--- config.mk ---
export PLATFORM = sky130hd
export DESIGN_NAME = apb_transfer_ctrl
export DESIGN_NICKNAME = d
export VERILOG_FILES = /design/src/rtl/apb_transfer_ctrl_pkg.sv /design/src/rtl/apb_transfer_ctrl_addr_gen.sv /design/src/rtl/apb_transfer_ctrl.sv
export SDC_FILE = /design/constraint.sdc
export NUM_CORES = 1
export LEC_CHECK = 0
export ABC_AREA = 1
export BUFFER_PORTS_ARGS = -buffer_cell sky130_fd_sc_hd__buf_2
export CAP_MARGIN = 10
export CORE_MARGIN = 2
export CORE_UTILIZATION = 44
export CTS_CLUSTER_DIAMETER = 50
export CTS_CLUSTER_SIZE = 28
export DETAILED_ROUTE_END_ITERATION = 7
export GPL_ROUTABILITY_DRIVEN = 0
export PLACE_DENSITY = 0.72
export SLEW_MARGIN = 20
export SYNTH_ARGS = -nofsm -noshare
export SYNTH_HDL_FRONTEND = slang
export SYNTH_HIERARCHICAL = 1
export SYNTH_SLANG_ARGS = --single-unit
--- constraint.sdc ---
create_clock -name aclk -period 2.9 [get_ports aclk]
set_input_delay 0 -clock aclk [delete_from_list [all_inputs] [get_ports aclk]]
set_output_delay 0 -clock aclk [all_outputs]
set_load 0.005 [all_outputs]
--- src/rtl/apb_transfer_ctrl_pkg.sv ---
// apb_transfer_ctrl_pkg: shared types, response/burst codes and sizing for the AXI-APB burst sequencer
`ifndef SLAVE_CNT
`define SLAVE_CNT 4
`endif
package apb_transfer_ctrl_pkg;
  localparam int SLAVE_CNT = `SLAVE_CNT;
  localparam int ADDR_W = 32;
  localparam int DATA_W = 32;
  localparam logic [1:0] RESP_OKAY   = 2'b00;
  localparam logic [1:0] RESP_SLVERR = 2'b10;
  localparam logic [1:0] RESP_DECERR = 2'b11;
  localparam logic [1:0] BURST_FIXED = 2'b00;
  localparam logic [1:0] BURST_INCR  = 2'b01;
  localparam logic [1:0] BURST_WRAP  = 2'b10;
  typedef enum logic [2:0] {IDLE, WDATA, SETUP, ACCESS, RRESP, BRESP, ERR} state_e;
  function automatic logic wrap_len_ok(input logic [7:0] len);
    return len inside {8'd1, 8'd3, 8'd7, 8'd15};
  endfunction
endpackage

--- src/rtl/apb_transfer_ctrl_addr_gen.sv ---
// apb_addr_gen: next beat address for FIXED/INCR/WRAP bursts of 4-byte beats
module apb_addr_gen
  import apb_transfer_ctrl_pkg::*;
(
  input  logic [ADDR_W-1:0] addr_i,
  input  logic [7:0]        len_i,
  input  logic [1:0]        burst_i,
  output logic [ADDR_W-1:0] next_addr_o
);
  logic [ADDR_W-1:0] mask, incr;
  assign mask = ((ADDR_W'(len_i) + ADDR_W'(1)) << 2) - ADDR_W'(1);
  assign incr = addr_i + ADDR_W'(4);
  assign next_addr_o = burst_i == BURST_INCR ? incr :
                       burst_i == BURST_WRAP ? (addr_i & ~mask) | (incr & mask) : addr_i;
endmodule

--- src/rtl/apb_transfer_ctrl.sv ---
// apb_transfer_ctrl: runs one APB SETUP/ACCESS transfer per AXI beat, or drains error bursts without APB traffic
module apb_transfer_ctrl
  import apb_transfer_ctrl_pkg::*;
(
  input  logic                 aclk,
  input  logic                 aresetn,
  input  logic                 cmd_valid_i,
  output logic                 cmd_ready_o,
  input  logic [ADDR_W-1:0]    cmd_addr_i,
  input  logic [7:0]           cmd_len_i,
  input  logic [1:0]           cmd_burst_i,
  input  logic                 cmd_write_i,
  input  logic [SLAVE_CNT-1:0] true_psel_i,
  input  logic                 dec_error_i,
  input  logic                 nonexist_transfer_i,
  input  logic                 wdata_valid_i,
  output logic                 wdata_ready_o,
  input  logic [DATA_W-1:0]    wdata_i,
  input  logic [3:0]           wstrb_i,
  output logic [SLAVE_CNT-1:0] psel_o,
  output logic                 penable_o,
  output logic                 pwrite_o,
  output logic [ADDR_W-1:0]    paddr_o,
  output logic [DATA_W-1:0]    pwdata_o,
  output logic [3:0]           pstrb_o,
  input  logic [DATA_W-1:0]    prdata_i,
  input  logic                 pready_i,
  input  logic                 pslverr_i,
  output logic                 rsp_valid_o,
  input  logic                 rsp_ready_i,
  output logic [DATA_W-1:0]    rsp_data_o,
  output logic [1:0]           rsp_resp_o,
  output logic                 rsp_last_o
);
  state_e state_q, state_d;
  logic [ADDR_W-1:0] addr_q, next_addr;
  logic [7:0] len_q, beat_q;
  logic [1:0] burst_q, resp_q;
  logic write_q;
  logic [SLAVE_CNT-1:0] psel_q;
  logic [DATA_W-1:0] wdata_q, rdata_q;
  logic [3:0] wstrb_q;
  logic cmd_err, last, active, err_step;
  assign cmd_err = dec_error_i | nonexist_transfer_i | ~|true_psel_i |
                   (cmd_burst_i == BURST_WRAP && !wrap_len_ok(cmd_len_i));
  assign last = beat_q == len_q;
  assign err_step = write_q ? wdata_valid_i : rsp_ready_i;
  apb_addr_gen u_addr_gen (
    .addr_i      (addr_q),
    .len_i       (len_q),
    .burst_i     (burst_q),
    .next_addr_o (next_addr)
  );
  always_ff @(posedge aclk or negedge aresetn)
    if (!aresetn) state_q <= IDLE;
    else state_q <= state_d;
  always_comb begin
    state_d = state_q;
    case (state_q)
      IDLE:    if (cmd_valid_i) state_d = cmd_err ? ERR : cmd_write_i ? WDATA : SETUP;
      WDATA:   if (wdata_valid_i) state_d = SETUP;
      SETUP:   state_d = ACCESS;
      ACCESS:  if (pready_i) state_d = !write_q ? RRESP : last ? BRESP : WDATA;
      RRESP:   if (rsp_ready_i) state_d = last ? IDLE : SETUP;
      BRESP:   if (rsp_ready_i) state_d = IDLE;
      ERR:     if (err_step && last) state_d = write_q ? BRESP : IDLE;
      default: state_d = IDLE;
    endcase
  end
  // resp_q carries the error code for drained bursts and the sticky write error otherwise
  always_ff @(posedge aclk or negedge aresetn) begin
    if (!aresetn) begin
      addr_q  <= '0;
      len_q   <= '0;
      beat_q  <= '0;
      burst_q <= '0;
      write_q <= 1'b0;
      psel_q  <= '0;
      resp_q  <= RESP_OKAY;
      wdata_q <= '0;
      wstrb_q <= '0;
      rdata_q <= '0;
    end else begin
      case (state_q)
        IDLE: if (cmd_valid_i) begin
          addr_q  <= cmd_addr_i;
          len_q   <= cmd_len_i;
          burst_q <= cmd_burst_i;
          write_q <= cmd_write_i;
          psel_q  <= true_psel_i;
          beat_q  <= '0;
          resp_q  <= !cmd_err ? RESP_OKAY : dec_error_i ? RESP_DECERR : RESP_SLVERR;
        end
        WDATA: if (wdata_valid_i) begin
          wdata_q <= wdata_i;
          wstrb_q <= wstrb_i;
        end
        ACCESS: if (pready_i) begin
          if (!write_q) begin
            rdata_q <= prdata_i;
            resp_q  <= pslverr_i ? RESP_SLVERR : RESP_OKAY;
          end else begin
            if (pslverr_i) resp_q <= RESP_SLVERR;
            if (!last) begin
              addr_q <= next_addr;
              beat_q <= beat_q + 8'd1;
            end
          end
        end
        RRESP: if (rsp_ready_i && !last) begin
          addr_q <= next_addr;
          beat_q <= beat_q + 8'd1;
        end
        ERR: if (err_step && !last) beat_q <= beat_q + 8'd1;
        default: ;
      endcase
    end
  end
  always_comb begin
    active        = state_q == SETUP || state_q == ACCESS;
    cmd_ready_o   = aresetn && state_q == IDLE;
    wdata_ready_o = state_q == WDATA || (state_q == ERR && write_q);
    psel_o        = active ? psel_q : '0;
    penable_o     = state_q == ACCESS;
    pwrite_o      = active && write_q;
    paddr_o       = active ? {addr_q[ADDR_W-1:2], 2'b00} : '0;
    pwdata_o      = active && write_q ? wdata_q : '0;
    pstrb_o       = active && write_q ? wstrb_q : '0;
    rsp_valid_o   = state_q inside {RRESP, BRESP} || (state_q == ERR && !write_q);
    rsp_data_o    = state_q == RRESP ? rdata_q : '0;
    rsp_resp_o    = rsp_valid_o ? resp_q : RESP_OKAY;
    rsp_last_o    = state_q == BRESP || (rsp_valid_o && last);
  end
endmodule

After elaboration in Yosys (flattened, before gate mapping)
Index checks and enable logic that the tools add are counted. Widths: inputs -> output; s select.

$add $sub $neg: 4. Equal/unequal tests: 25. Muxes and demuxes: 43. Bitwise gates (word level): 8. Reduce and logical (&&, ||, !) cells: 31.

Operators by type and width (count): $mux 32 (10); $pmux 32 s3 (1); $and 32x32->32 (2); $mux 8 (6); $add 32x3->32 const B (1); $not 32->32 (1); $or 32x32->32 (1); $pmux 8 s4 (1); $sub 32x1->32 const B (1); $mux 3 (10); $pmux 3 s7 (1); $mux 2 (9); $ne 2x2->1 const B (8); $reduce_and 6->1 (2); $add 8x1->9 const B (1); $eq 3x3->1 const B (3); $logic_and 1x1->1 (9); $add 8x1->8 const B (1); $eq 8x1->1 const B (1); $eq 8x2->1 const B (1); $eq 8x3->1 const B (1); $eq 8x4->1 const B (1); $eq 8x8->1 (1); $mux 4 (2); 21 further kinds (36).

Bits in registers: 128. Output and inout bits: 112. Logic and storage cells: 122.

Depth between registers and ports, before layout
Gate-level depths: netlist (run 1).

Depth in word-level cells: 11. Depth in mapped cells: 17. Mapped depth without buffers: 17.

Hierarchy
Netlist (run 1), hierarchy kept.

Modules (own cells, without submodules): apb_transfer_ctrl (instances 1, cells each 825, area each 6443.7 sq um, seq. area each 3203.1 sq um); apb_addr_gen (instances 1, cells each 272, area each 1346.3 sq um, seq. area each 0.0 sq um).

Least setup slack after synthesis (run 1)
No wires, ideal clock.

Path kind: register to register. From: reg len_q[0]. To: reg addr_q[23]. Library setup time: 121 ps. Arrival time: 2131 ps. Data required time: 2779 ps. Path slack: 648 ps. Stages on the path, launching flop included: 17. Buffers on the path: 2. Clock period less this slack: 2252 ps. Cells stage by stage: dfrtp_1 ha_1 inv_1 nand2_1 nor2_4 nand3_2 nor2_4 nand3_2 nand2_2 buf_6 buf_8 nand3_1 nand2_1 inv_1 mux2_2 nand2_1 o21ai_1.

Cells in the longest elaborated chain, start to end: 11. Elaborated cells between the ends (all ways): 19. Those cells by class: 2 x add/sub; 3 x eq/ne; 7 x mux; 4 x bitwise; 3 x reduce/logical.

RTL lines: from (decl) (RTL line apb_transfer_ctrl.sv:37) `logic [7:0] len_q, beat_q;`; from (signal assigned) (RTL line apb_transfer_ctrl.sv:87) `len_q <= cmd_len_i;`; $add 8x1->9 (*) (RTL line apb_transfer_ctrl_addr_gen.sv:11) `assign mask = ((ADDR_W'(len_i) + ADDR_W'(1)) << 2) - ADDR_W'(1);`; $sub 32x1->32 (*) (RTL line apb_transfer_ctrl_addr_gen.sv:11); $not 32->32 (RTL line apb_transfer_ctrl_addr_gen.sv:14) `burst_i == BURST_WRAP ? (addr_i & ~mask) | (incr & mask) : addr_i;`; $and 32x32->32 (RTL line apb_transfer_ctrl_addr_gen.sv:14); $or 32x32->32 (*) (RTL line apb_transfer_ctrl_addr_gen.sv:14); $mux 32 (*) (RTL line apb_transfer_ctrl_addr_gen.sv:14); $mux 32 (*) (RTL line apb_transfer_ctrl_addr_gen.sv:13) `assign next_addr_o = burst_i == BURST_INCR ? incr :`; net next_addr[23] (RTL line apb_transfer_ctrl.sv:36) `logic [ADDR_W-1:0] addr_q, next_addr;`; $mux 32 (RTL line apb_transfer_ctrl.sv:104) `if (!last) begin`; $mux 32 (RTL line apb_transfer_ctrl.sv:99) `if (!write_q) begin`; $mux 32 (RTL line apb_transfer_ctrl.sv:98) `ACCESS: if (pready_i) begin`; $pmux 32 s3 (*) (RTL line apb_transfer_ctrl.sv:84) `case (state_q)`; to (signal assigned) (RTL line apb_transfer_ctrl.sv:86) `addr_q <= cmd_addr_i;`; to (signal assigned) (RTL line apb_transfer_ctrl.sv:105) `addr_q <= next_addr;`; to (signal assigned) (RTL line apb_transfer_ctrl.sv:111) `addr_q <= next_addr;`; to (decl) (RTL line apb_transfer_ctrl.sv:36).

The timed path passes the listed nets; every way through them passes the cells marked *. The select of a mux whose other input is x is not followed. A chain may end at the register's enable or synchronous reset.

Final worst setup path (run 1)
From: reg len_q[0]. To: reg addr_q[14].

Same word-level chain as after synthesis.

==> metrics.md, run 1 <==
| Metric | Value |
|---|---|
| Buffers plus inverters on the worst setup path | `1` |
| RR Endpoint | `addr_q[14]` |
| Post-CTS Setup Inserts | `0` |
| Detailed placement HPWL | `14.21 mm` |
| # rows | `48` |
| Io pins | `236` |
| Post-route antenna net violation count | `0` |
| Slew @ Worst Pin | `approximately 0.9 ns` |
| H-tree levels | `4` |
| Die Y | `about 140 um` |
| Via Count | `7961` |
| Total Neg Setup Slack | `0 ns` |
| Die width | `around 140 um` |
| Max transition margin | `approximately two fifths` |
| Number of nets in the layout | `~1500` |
| FILL cells | `about 1500` |
| Worst Setup Start Kind | `flip-flop` |
| Root Driver | `clkbuf_16` |
| Die area | `0.01852 mm2` |
| Max-slew violations | `0` |
| Hold Crit Depth | `6` |
| Status | `finished, final reports clean` |
| Vias in the first global route | `7754` |
| Clock Sink Count | `roughly 130` |
| Total track usage | `between 20% and 30%` |
| Synthesis warning total | `6` |
| DRT Wirelength | `approximately 22 mm` |
| CTS clock-pin slew for the worst setup and hold paths | `0.06 ns` |
| Tmin final | `approximately 2.5 ns` |
| Register area | `between 0.003 and 0.004 mm2` |
| Final setup violation count | `0` |
| Pwr Total | `0.01019 W` |
| WHS Endpoint | `resp_q[1]` |
| FMAX | `403.9 MHz` |
| CTS tree | `built` |
| Hold slack final | `0.1324 ns` |
| Leak pwr | `just under 6 nW` |
| Drt first pass iters | `6` |
| Buffers on Ports | `between 200 and 250` |
| Critical path class | `reg2reg` |
| Starting density of the core | `around 45%` |
| Syn avg cell area | `slightly above 7 um2` |
| N_diodes | `0` |
| Clock Path Buffers | `2` |
| Area delta synth->final | `40.01%` |
| Pwr dens | `~950 mW/mm2` |
| Reg2Reg Depth | `14` |
| Wire per inst | `roughly 14 um` |
| Final Hold Vio Count | `0` |
| Later-pin clock latency in the skew report | `0.41 ns` |
| Core area | `approximately 0.017 mm2` |
| GRT overflow | `0` |
| 1st-iter DRT viols | `between 500 and 600` |
| Fin cells | `1660` |
| CP most frequent cell | `nand2_1` |
| Crit path max fanout | `29` |
| CP Capture Type | `flip-flop` |
| Critical R2R Launch | `len_q[0]` |
| Largest net degree at the start of global routing | `just over 80` |
| Hold Startpoint | `nonexist_transfer_i` |
| Worst vdd ir | `505.9 uV` |
| Share of layout cells above drive strength 1 | `approximately a quarter` |
| TritonCTS buffer count | `17` |
| CP delay by family, top | `simple AND/OR/NAND/NOR gates` |
| Reg2reg setup slack | `~0.42 ns` |
| First-pass GRT wire length | `36.27 mm` |
| Multi-input logic area | `around 0.0036 mm2` |
| Syn Inst Count | `roughly 1100` |
| Max cap viols | `0` |
| Synthesized area | `0.007677 mm2` |
| Worst path slowest cell | `dfrtp_1` |
| Worst Path Required | `around 3.2 ns` |
| Post-route cell area | `between 0.01 and 0.015 mm2` |
| CP peak stage delay | `0.38 ns` |
| Hold Crit Class | `in2reg` |
| Crit path DAT | `2.74 ns` |
| Placed Cells | `1512` |
| Period utilization | `between 80 and 90%` |
| Antenna violations before repair | `1` |
| Placement Cell Area | `0.009000 mm2` |
| RSZ-0062 raised after global routing | `false` |
| Cell chain of the critical path | `ha_1 -> inv_1 -> nand2_1 -> nor2_4 -> nand3_2 -> nor2_4 -> nand3_2 -> nand2_4 -> nand2_1 -> o21bai_1 -> nand2_1 -> mux2_2 -> nand2_1 -> o21ai_1` |
| Via/cell ratio | `4.796` |
| DRC violations left | `0` |
| Skew final | `around 0.011 ns` |
how the worst max path moves through the flow:
stage                     slack [ns]         end      start  depth (start not counted)
final                           0.42  addr_q[14]   len_q[0]                         14
after floorplan                 0.65  addr_q[23]   len_q[0]                         16
after detailed placement        0.26  addr_q[14]   len_q[0]                         14
after global placement          0.33  addr_q[14]   len_q[0]                         14
after global routing            0.15  addr_q[28]  addr_q[2]                         15
after CTS                       0.25  addr_q[14]   len_q[0]                         14
cells in the final DEF, fill, tap and decap left out, drive strengths merged:
cell type    instances
conb                 2
nor3                 8
nor2               231
mux2i                1
bufinv               2
inv                201
a21oi               85
ha                   3
or2                  1
mux2                33
buf                242
o21ai               51
nand3b               4
o22ai                1
nand2              209
dlygate4sd3        116
nand4               15
nor4                 2
o21bai               3
xnor2               14
a31oi                1
clkinv               4
clkinvlp             3
dfrtp              126
clkbuf              18
nand3               49
xor2                10
metrics by stage:
stage,setup WS (ns),util [%]
floorplan,0.6484,-
global placement,0.3287,52.40
detailed placement,0.2648,52.40
CTS,0.2498,62.55
global route,0.1544,62.58
finish,0.4242,62.58
worst reg2reg max path: stages (launching register included):
cell and delay, ns:
dfrtp_1 0.38, ha_1 0.31, inv_1 0.07, nand2_1 0.09, nor2_4 0.14, nand3_2 0.12, nor2_4 0.12, nand3_2 0.10
nand2_4 0.25, nand2_1 0.15, o21bai_1 0.15, nand2_1 0.06, mux2_2 0.26, nand2_1 0.05, o21ai_1 0.06
what timing repair did:
action / in CTS / in global routing
hold buffers: 116 / 0
endpoints found under the setup margin: 0 / 1
gates resized for setup: 0 / 1
hold endpoints to repair: 194 / 0
sequential cells by signal, indices dropped and copies added, names as in the netlist:
signal	count
rdata_q	32
wdata_q	32
wstrb_q	4
psel_q	4
state_q	3
resp_q	2
addr_q	30
len_q	8
write_q	1
burst_q	2
beat_q	8
power by group:
group / total (W) / internal [W] / switching [W]
Clock: 0.00213 / 0.00128 / 0.000852
Sequential: 0.00311 / 0.00256 / 0.000545
Combinational: 0.00495 / 0.00192 / 0.00303
per-layer routing:
metal / vias up / share of wire (%) / global-route usage [%] / routed length [um]
met2: 311 / 48 / 40.79 / 10890
met4: 2 / 2.3 / 8.854 / 511
li1: 4008 / - / - / -
met3: 55 / 7.5 / 6.562 / 1680
met1: 3585 / 42 / 30.46 / 9378
met5: - / 0.049 / 0 / 11
area by class of cell:
| class | count | area share, % |
|---|---|---|
| clock inverters | 14 | 1.432 |
| well taps | 225 | 2.619 |
| flip-flops and latches | 126 | 29.33 |
| multi-input cells | 723 | 33.27 |
| repair buffers | 358 | 22.50 |
| inverters | 196 | 6.856 |
| clock buffers | 18 | 3.993 |
Power figures use the tool's default switching activity.
==> run 2: changes to the inputs <==
- ABC_AREA: 1 -> default
- CELL_PAD_IN_SITES_DETAIL_PLACEMENT: default -> 1
- CELL_PAD_IN_SITES_GLOBAL_PLACEMENT: default -> 1
- CORE_UTILIZATION: 44 -> 40
- PLACE_DENSITY: 0.72 -> 0.83
==> run 2 against run 1 <==
Sequential share of layout area barely moved. Non-clock buffer count rose by 10. Global-route usage rose by 1.9 points. Clock-buffer cell count fell by 1. Critical path depth fell by 5. Area after synthesis fell by 1.1%.
==> metrics.md, run 2 <==
| Metric | Value |
|---|---|
| Leak pwr | `5.299 nW (-11%)` |
| CP delay by family, top | `multiplexers` |
| Critical path class | `reg2reg` |
| DRT Wirelength | `26.41 mm (+18%)` |
| Later-pin clock latency in the skew report | `0.43 ns (+0.02 ns)` |
| Vias in the first global route | `7644 (-1.4%)` |
| Buffers plus inverters on the worst setup path | `1 (unchanged)` |
| Die width | `141.8 um (+4.2%)` |
| Buffers on Ports | `231 (unchanged)` |
| Period utilization | `93.86% (+8.5 points)` |
| First-pass GRT wire length | `41.46 mm (+14%)` |
| Hold Crit Class | `in2reg` |
| Hold Startpoint | `rsp_ready_i` |
| Register area | `0.003153 mm2 (unchanged)` |
| RSZ-0062 raised after global routing | `false` |
| Drt first pass iters | `4 (-2)` |
| Crit path max fanout | `7 (-76%)` |
| Max transition margin | `56.84% (+16 points)` |
| Root Driver | `clkbuf_16` |
| Syn avg cell area | `10.98 um2 (+55%)` |
| Hold Crit Depth | `4 (-2)` |
| Pwr dens | `1000 mW/mm2 (+5.4%)` |
| Number of nets in the layout | `1160 (-25%)` |
| H-tree levels | `4 (unchanged)` |
| CTS clock-pin slew for the worst setup and hold paths | `0.06 ns (about the same)` |
| Via/cell ratio | `5.368 (+12%)` |
| Clock Sink Count | `126 (unchanged)` |
| Cell chain of the critical path | `and3_1 -> and3_1 -> mux2i_2 -> buf_4 -> a31oi_4 -> nor2_1 -> xor2_1 -> mux2_2 -> mux2_4` |
| Via Count | `6898 (-13%)` |
| # rows | `50 (+4.2%)` |
| Detailed placement HPWL | `16.19 mm (+14%)` |
| Total Neg Setup Slack | `0 ns (unchanged)` |
| Core area | `0.01864 mm2 (+8.5%)` |
| Slew @ Worst Pin | `0.6406 ns (-0.2410 ns)` |
| Post-CTS Setup Inserts | `0 (unchanged)` |
| Multi-input logic area | `0.004182 mm2 (+17%)` |
| GRT overflow | `0 (unchanged)` |
| Die area | `0.02011 mm2 (+8.6%)` |
| Critical R2R Launch | `len_q[2]` |
| 1st-iter DRT viols | `253 (-55%)` |
| TritonCTS buffer count | `17 (unchanged)` |
| Reg2reg setup slack | `0.18 ns (-0.25 ns)` |
| Worst Path Required | `3.20 ns (+0.04 ns)` |
| Worst Setup Start Kind | `flip-flop` |
| Top Registers | `rdata_q x32, wdata_q x32, addr_q x30` |
| Starting density of the core | `40.74% (-4.0 points)` |
| Share of layout cells above drive strength 1 | `43.59% (+20 points)` |
| Clock Path Buffers | `2 (unchanged)` |
| Post-route antenna net violation count | `0 (unchanged)` |
| Crit path DAT | `3.02 ns (+0.28 ns)` |
| Total track usage | `26.39% (+1.9 points)` |
| CP most frequent cell | `and3_1` |
| Synthesis warning total | `6 (unchanged)` |
| Status | `finished, final reports clean` |
| FILL cells | `2037 (+39%)` |
| Tmin final | `2.722 ns (+0.2461 ns)` |
| Most frequent cells in the layout | `buf_2, dfrtp_1, mux2_2, dlygate4sd3_1, and3_1` |
| Critical path origin | `len_q[2]` |
| WHS Endpoint | `state_q[2]` |
| CP peak stage delay | `0.49 ns (+0.11 ns)` |
| Final setup violation count | `0 (unchanged)` |
| Reg2Reg Depth | `9 (-5)` |
| RR Endpoint | `addr_q[17]` |
| DRC violations left | `0 (unchanged)` |
| Worst path slowest cell | `dfrtp_1` |
| Synthesized area | `0.007595 mm2 (-1.1%)` |
| Die Y | `141.8 um (+4.2%)` |
| Final Hold Vio Count | `0 (unchanged)` |
| CP Capture Type | `flip-flop` |
| Wire per inst | `20.55 um (+52%)` |
| Syn Inst Count | `692 (-36%)` |
| Largest net degree at the start of global routing | `73 (-11%)` |
| Antenna violations before repair | `2 (+1)` |
| Worst vdd ir | `639.4 uV (+26%)` |
| FMAX | `367.4 MHz (-9.0%)` |
| CTS tree | `built` |
| Max-slew violations | `0 (unchanged)` |
| Area delta synth->final | `41.57%` |
| Most common cell after layout, fill and taps aside | `buf_2` |
| Skew final | `0.02551 ns (+0.01458 ns)` |
| Final Util | `57.67% (-4.9 points)` |
| Io pins | `236 (unchanged)` |
| Max cap viols | `0 (unchanged)` |
| Pwr Total | `0.01075 W (+5.5%)` |
==> run 2: worst max path at each step <==
stage,endpoint,slack [ns],depth (start not counted)
finish,addr_q[17],0.18,9
detailed placement,addr_q[24],0.14,9
floorplan,addr_q[9],0.37,10
global placement,addr_q[26],0.21,9
CTS,addr_q[24],0.11,9
global route,addr_q[24],0.06,8
==> run 2: layout make-up <==
cell class              count  share of cell area, %
multi-input cells         508                  38.89
flip-flops and latches    126                  29.33
repair buffers            368                  23.25
clock buffers              17                  3.957
well taps                 234                  2.723
clock inverters            15                  1.315
inverters                  12                 0.4189
diodes                      5                 0.1164
==> run 2: through the flow <==
step,setup WS (ns),hold WS (ns),area (um2),instances
floorplan,0.3661,-0.2956,7599,693
global placement,0.2133,-0.01771,9020,1133
detailed placement,0.1419,-0.01032,9020,1133
CTS,0.1136,0.0002530,10730,1279
global route,0.06240,0.03631,10740,1282
finish,0.1781,0.02842,10750,1285
==> run 2: layer usage <==
| layer | GRT usage [%] | wire length, um |
|---|---|---|
| met1 | 30.62 | 10620 |
| met2 | 47.65 | 13870 |
| met3 | 6.750 | 1423 |
| met4 | 8.421 | 499 |
| met5 | 0 | 0 |
==> run 2: worst reg2reg max path: cells and delay by family (launching register included) <==
| family | cells | cell delay, ns |
|---|---|---|
| multiplexers | 3 | 0.88 |
| AO/OA/AOI/OAI | 1 | 0.14 |
| buffers and inverters | 1 | 0.20 |
| flip-flops | 1 | 0.49 |
| XOR/XNOR | 1 | 0.12 |
| AND/OR/NAND/NOR | 3 | 0.79 |
==> run 2: report_power, final <==
group          leakage [nW]  switching (W)  internal [W]
Clock                 0.279       0.000937       0.00114
Combinational          3.50        0.00250       0.00277
Sequential             1.53       0.000791       0.00262
Total                  5.30        0.00423       0.00653
==> run 2: timing repair <==
| action | CTS | global route |
|---|---|---|
| hold endpoints to repair | 152 | 1 |
| hold buffers | 114 | 1 |
| setup endpoints to repair | 0 | 2 |
| gates resized for setup | 0 | 1 |
==> run 3: changes to the inputs <==
- GPL_TIMING_DRIVEN: default -> 0
==> run 3 against run 2 <==
Combinational power hardly changed. Worst setup slack worse by 0.081 ns. Final area increased by 0.71%. Hold slack better by 0.0067 ns. Clock skew decreased by 0.0054 ns. Critical path depth increased by 1. Via count up 1.3%. Sequential share of layout area decreased by 0.21 points. Fmax shrank 2.9%. Clock power up 2%. Power grew 1.2%. Final cell count grew 1.7%. Critical path type unchanged.
==> metrics.md, run 3 (synthesized netlist as in run 2, its figures left out) <==
| Metric | Value |
|---|---|
| Cell chain of the critical path | `ha_1 -> xor2_1 -> a211oi_2 -> and4b_1 -> buf_6 -> xnor2_1 -> nor4_1 -> a311o_1 -> mux2_2 -> mux2_4` |
| RSZ-0062 raised after global routing | `true` |
| Crit path DAT | `3.10 ns (+0.08 ns)` |
| Clock Sink Count | `126 (unchanged)` |
| Wire per inst | `20.90 um (+1.7%)` |
| Reg2Reg Depth | `10 (+1)` |
| Die Y | `141.8 um (unchanged)` |
| Int Pwr | `0.006593 W (+1.0%)` |
| Starting density of the core | `40.74% (unchanged)` |
| Fin cells | `1307 (+1.7%)` |
| Critical path class | `reg2reg` |
| Skew final | `0.02008 ns (-0.005428 ns)` |
| CP peak stage delay | `0.51 ns (+0.02 ns)` |
| Core area | `0.01864 mm2 (unchanged)` |
| Pwr dens | `1005 mW/mm2 (+0.52%)` |
| DRT Wirelength | `27.32 mm (+3.4%)` |
| First-pass GRT wire length | `42.97 mm (+3.7%)` |
| Share of layout cells above drive strength 1 | `42.26% (-1.3 points)` |
| # rows | `50 (unchanged)` |
| Post-route antenna net violation count | `0 (unchanged)` |
| Post-route cell area | `0.01083 mm2 (+0.71%)` |
| Drt first pass iters | `4 (unchanged)` |
| Max cap viols | `0 (unchanged)` |
| Final Hold Vio Count | `0 (unchanged)` |
| Logic pwr share | `48.4% (-0.6 points)` |
| Largest net degree at the start of global routing | `86 (+18%)` |
| Max transition margin | `52.45% (-4.4 points)` |
| Antenna violations before repair | `1 (-1)` |
| Io pins | `236 (unchanged)` |
| P_sw | `0.004291 W (+1.5%)` |
| Later-pin clock latency in the skew report | `0.42 ns (about the same)` |
| Hold Startpoint | `rsp_ready_i` |
| Sequential fraction of design power | `32.2% (+0.5 points)` |
| TritonCTS buffer count | `17 (unchanged)` |
| Switching Fraction | `39.42% (+0.12 points)` |
| Total Neg Setup Slack | `0 ns (unchanged)` |
| Slew @ Worst Pin | `0.7107 ns (+0.07011 ns)` |
| Hold slack final | `0.03509 ns (+0.006676 ns)` |
| H-tree levels | `4 (unchanged)` |
| Area delta synth->final | `42.57%` |
| Top Registers | `rdata_q x32, wdata_q x32, addr_q x30` |
| Die area | `0.02011 mm2 (unchanged)` |
| Vias in the first global route | `7800 (+2.0%)` |
| Status | `finished, final reports clean` |
| FMAX | `356.7 MHz (-2.9%)` |
| Clock Path Buffers | `2 (unchanged)` |
| Most common cell after layout, fill and taps aside | `buf_2` |
| Most frequent cells in the layout | `buf_2, dfrtp_1, mux2_2, dlygate4sd3_1, and3_1` |
| Number of nets in the layout | `1186 (+2.2%)` |
| Reg2reg setup slack | `0.1 ns (-0.08 ns)` |
| Tmin final | `2.803 ns (+0.08128 ns)` |
| Leak pwr | `5.325 nW (+0.48%)` |
| Worst path slowest cell | `dfrtp_1` |
| Max-slew violations | `0 (unchanged)` |
| Via/cell ratio | `5.348 (-0.37%)` |
| DRC violations left | `0 (unchanged)` |
| Hold Crit Class | `in2reg` |
| Placement Cell Area | `0.009085 mm2 (+0.72%)` |
| Clk pwr share | `19.4% (about the same)` |
| Crit path max fanout | `8 (+1)` |
| Detailed placement HPWL | `17.05 mm (+5.3%)` |
| Final Util | `58.08% (+0.41 points)` |
| Hold Crit Depth | `4 (unchanged)` |
| Root Driver | `clkbuf_16` |
| Worst Setup Start Kind | `flip-flop` |
| Worst Path Required | `3.19 ns (about the same)` |
| Buffers on Ports | `231 (unchanged)` |
| Critical R2R Launch | `len_q[0]` |
| Period utilization | `96.66% (+2.8 points)` |
| WHS Endpoint | `state_q[2]` |
| CTS clock-pin slew for the worst setup and hold paths | `0.06 ns (about the same)` |
| FILL cells | `2075 (+1.9%)` |
| Worst vdd ir | `498.4 uV (-22%)` |
| GRT overflow | `0 (unchanged)` |
| CP Capture Type | `flip-flop` |
| Total track usage | `27.45% (+1.1 points)` |
| CTS tree | `built` |
| Die width | `141.8 um (unchanged)` |
| RR Endpoint | `addr_q[9]` |
| Placed Cells | `1159 (+2.3%)` |
| Final setup violation count | `0 (unchanged)` |
| Via Count | `6990 (+1.3%)` |
| 1st-iter DRT viols | `225 (-11%)` |
==> run 3: layer usage <==
| metal | wire [um] | share of wire [%] | global-route usage [%] | up-vias |
|---|---|---|---|---|
| li1 | - | - | - | 3214 |
| met1 | 11100 | 41 | 32.25 | 3489 |
| met2 | 13970 | 51 | 48.62 | 249 |
| met3 | 1652 | 6.0 | 7.357 | 38 |
| met4 | 590 | 2.2 | 9.211 | 0 |
| met5 | 0 | 0 | 0 | - |
==> run 3: layout make-up <==
class	count	area, um2	share of cell area [%]
multi-input combinational	508	4182	38.62
sequential	126	3153	29.12
timing repair buffer	347	2345	21.65
clock buffer	19	442.9	4.091
tap	234	292.8	2.704
buffer	47	236.5	2.184
clock inverter	13	128.9	1.190
inverter	12	45.04	0.4160
antenna	1	2.502	0.02311
==> run 3: worst max-delay path, delay by kind of cell (launching register included) <==
family          cells  cell delay [ns]
xor+xnor            2             0.52
flops               1             0.51
mux                 2             0.51
compound gates      2             0.41
fa+ha+maj           1             0.30
simple gates        2             0.29
buf+inv             1             0.14
==> run 3: worst max path at each step <==
stage / end / from / slack, ns / cells past startpoint
6_report: addr_q[9] / len_q[0] / 0.1 / 10
3_5_place_dp: addr_q[22] / len_q[0] / 0.03 / 10
4_1_cts: addr_q[22] / len_q[0] / 0.03 / 10
3_3_place_gp: wdata_q[16] / aresetn / -0.04 / 1
5_1_grt: addr_q[9] / len_q[0] / -0.04 / 10
2_1_floorplan: addr_q[9] / len_q[0] / 0.37 / 10
==> run 3: per-stage QoR <==
stage	power [W]	setup slack, ns
2_1_floorplan	0.006750	0.3661
3_3_place_gp	0.008148	-0.04121
3_5_place_dp	0.008402	0.03399
4_1_cts	0.01068	0.03460
5_1_grt	0.01158	-0.04087
6_report	0.01088	0.09683
==> run 3: timing repair <==
item,in CTS,in global routing
endpoints found under the setup margin,0,9
resized for setup,0,2
setup buffers,0,0
hold buffers,115,0
hold endpoints to repair,241,0
==> run 3: power groups by stage <==
stage               logic (W)  clock network, W  registers (W)
floorplan             0.00360                 0        0.00315
global placement      0.00479                 0        0.00336
detailed placement    0.00497                 0        0.00344
CTS                   0.00512           0.00215        0.00341
global route          0.00571           0.00223        0.00363
finish                0.00527           0.00212        0.00350
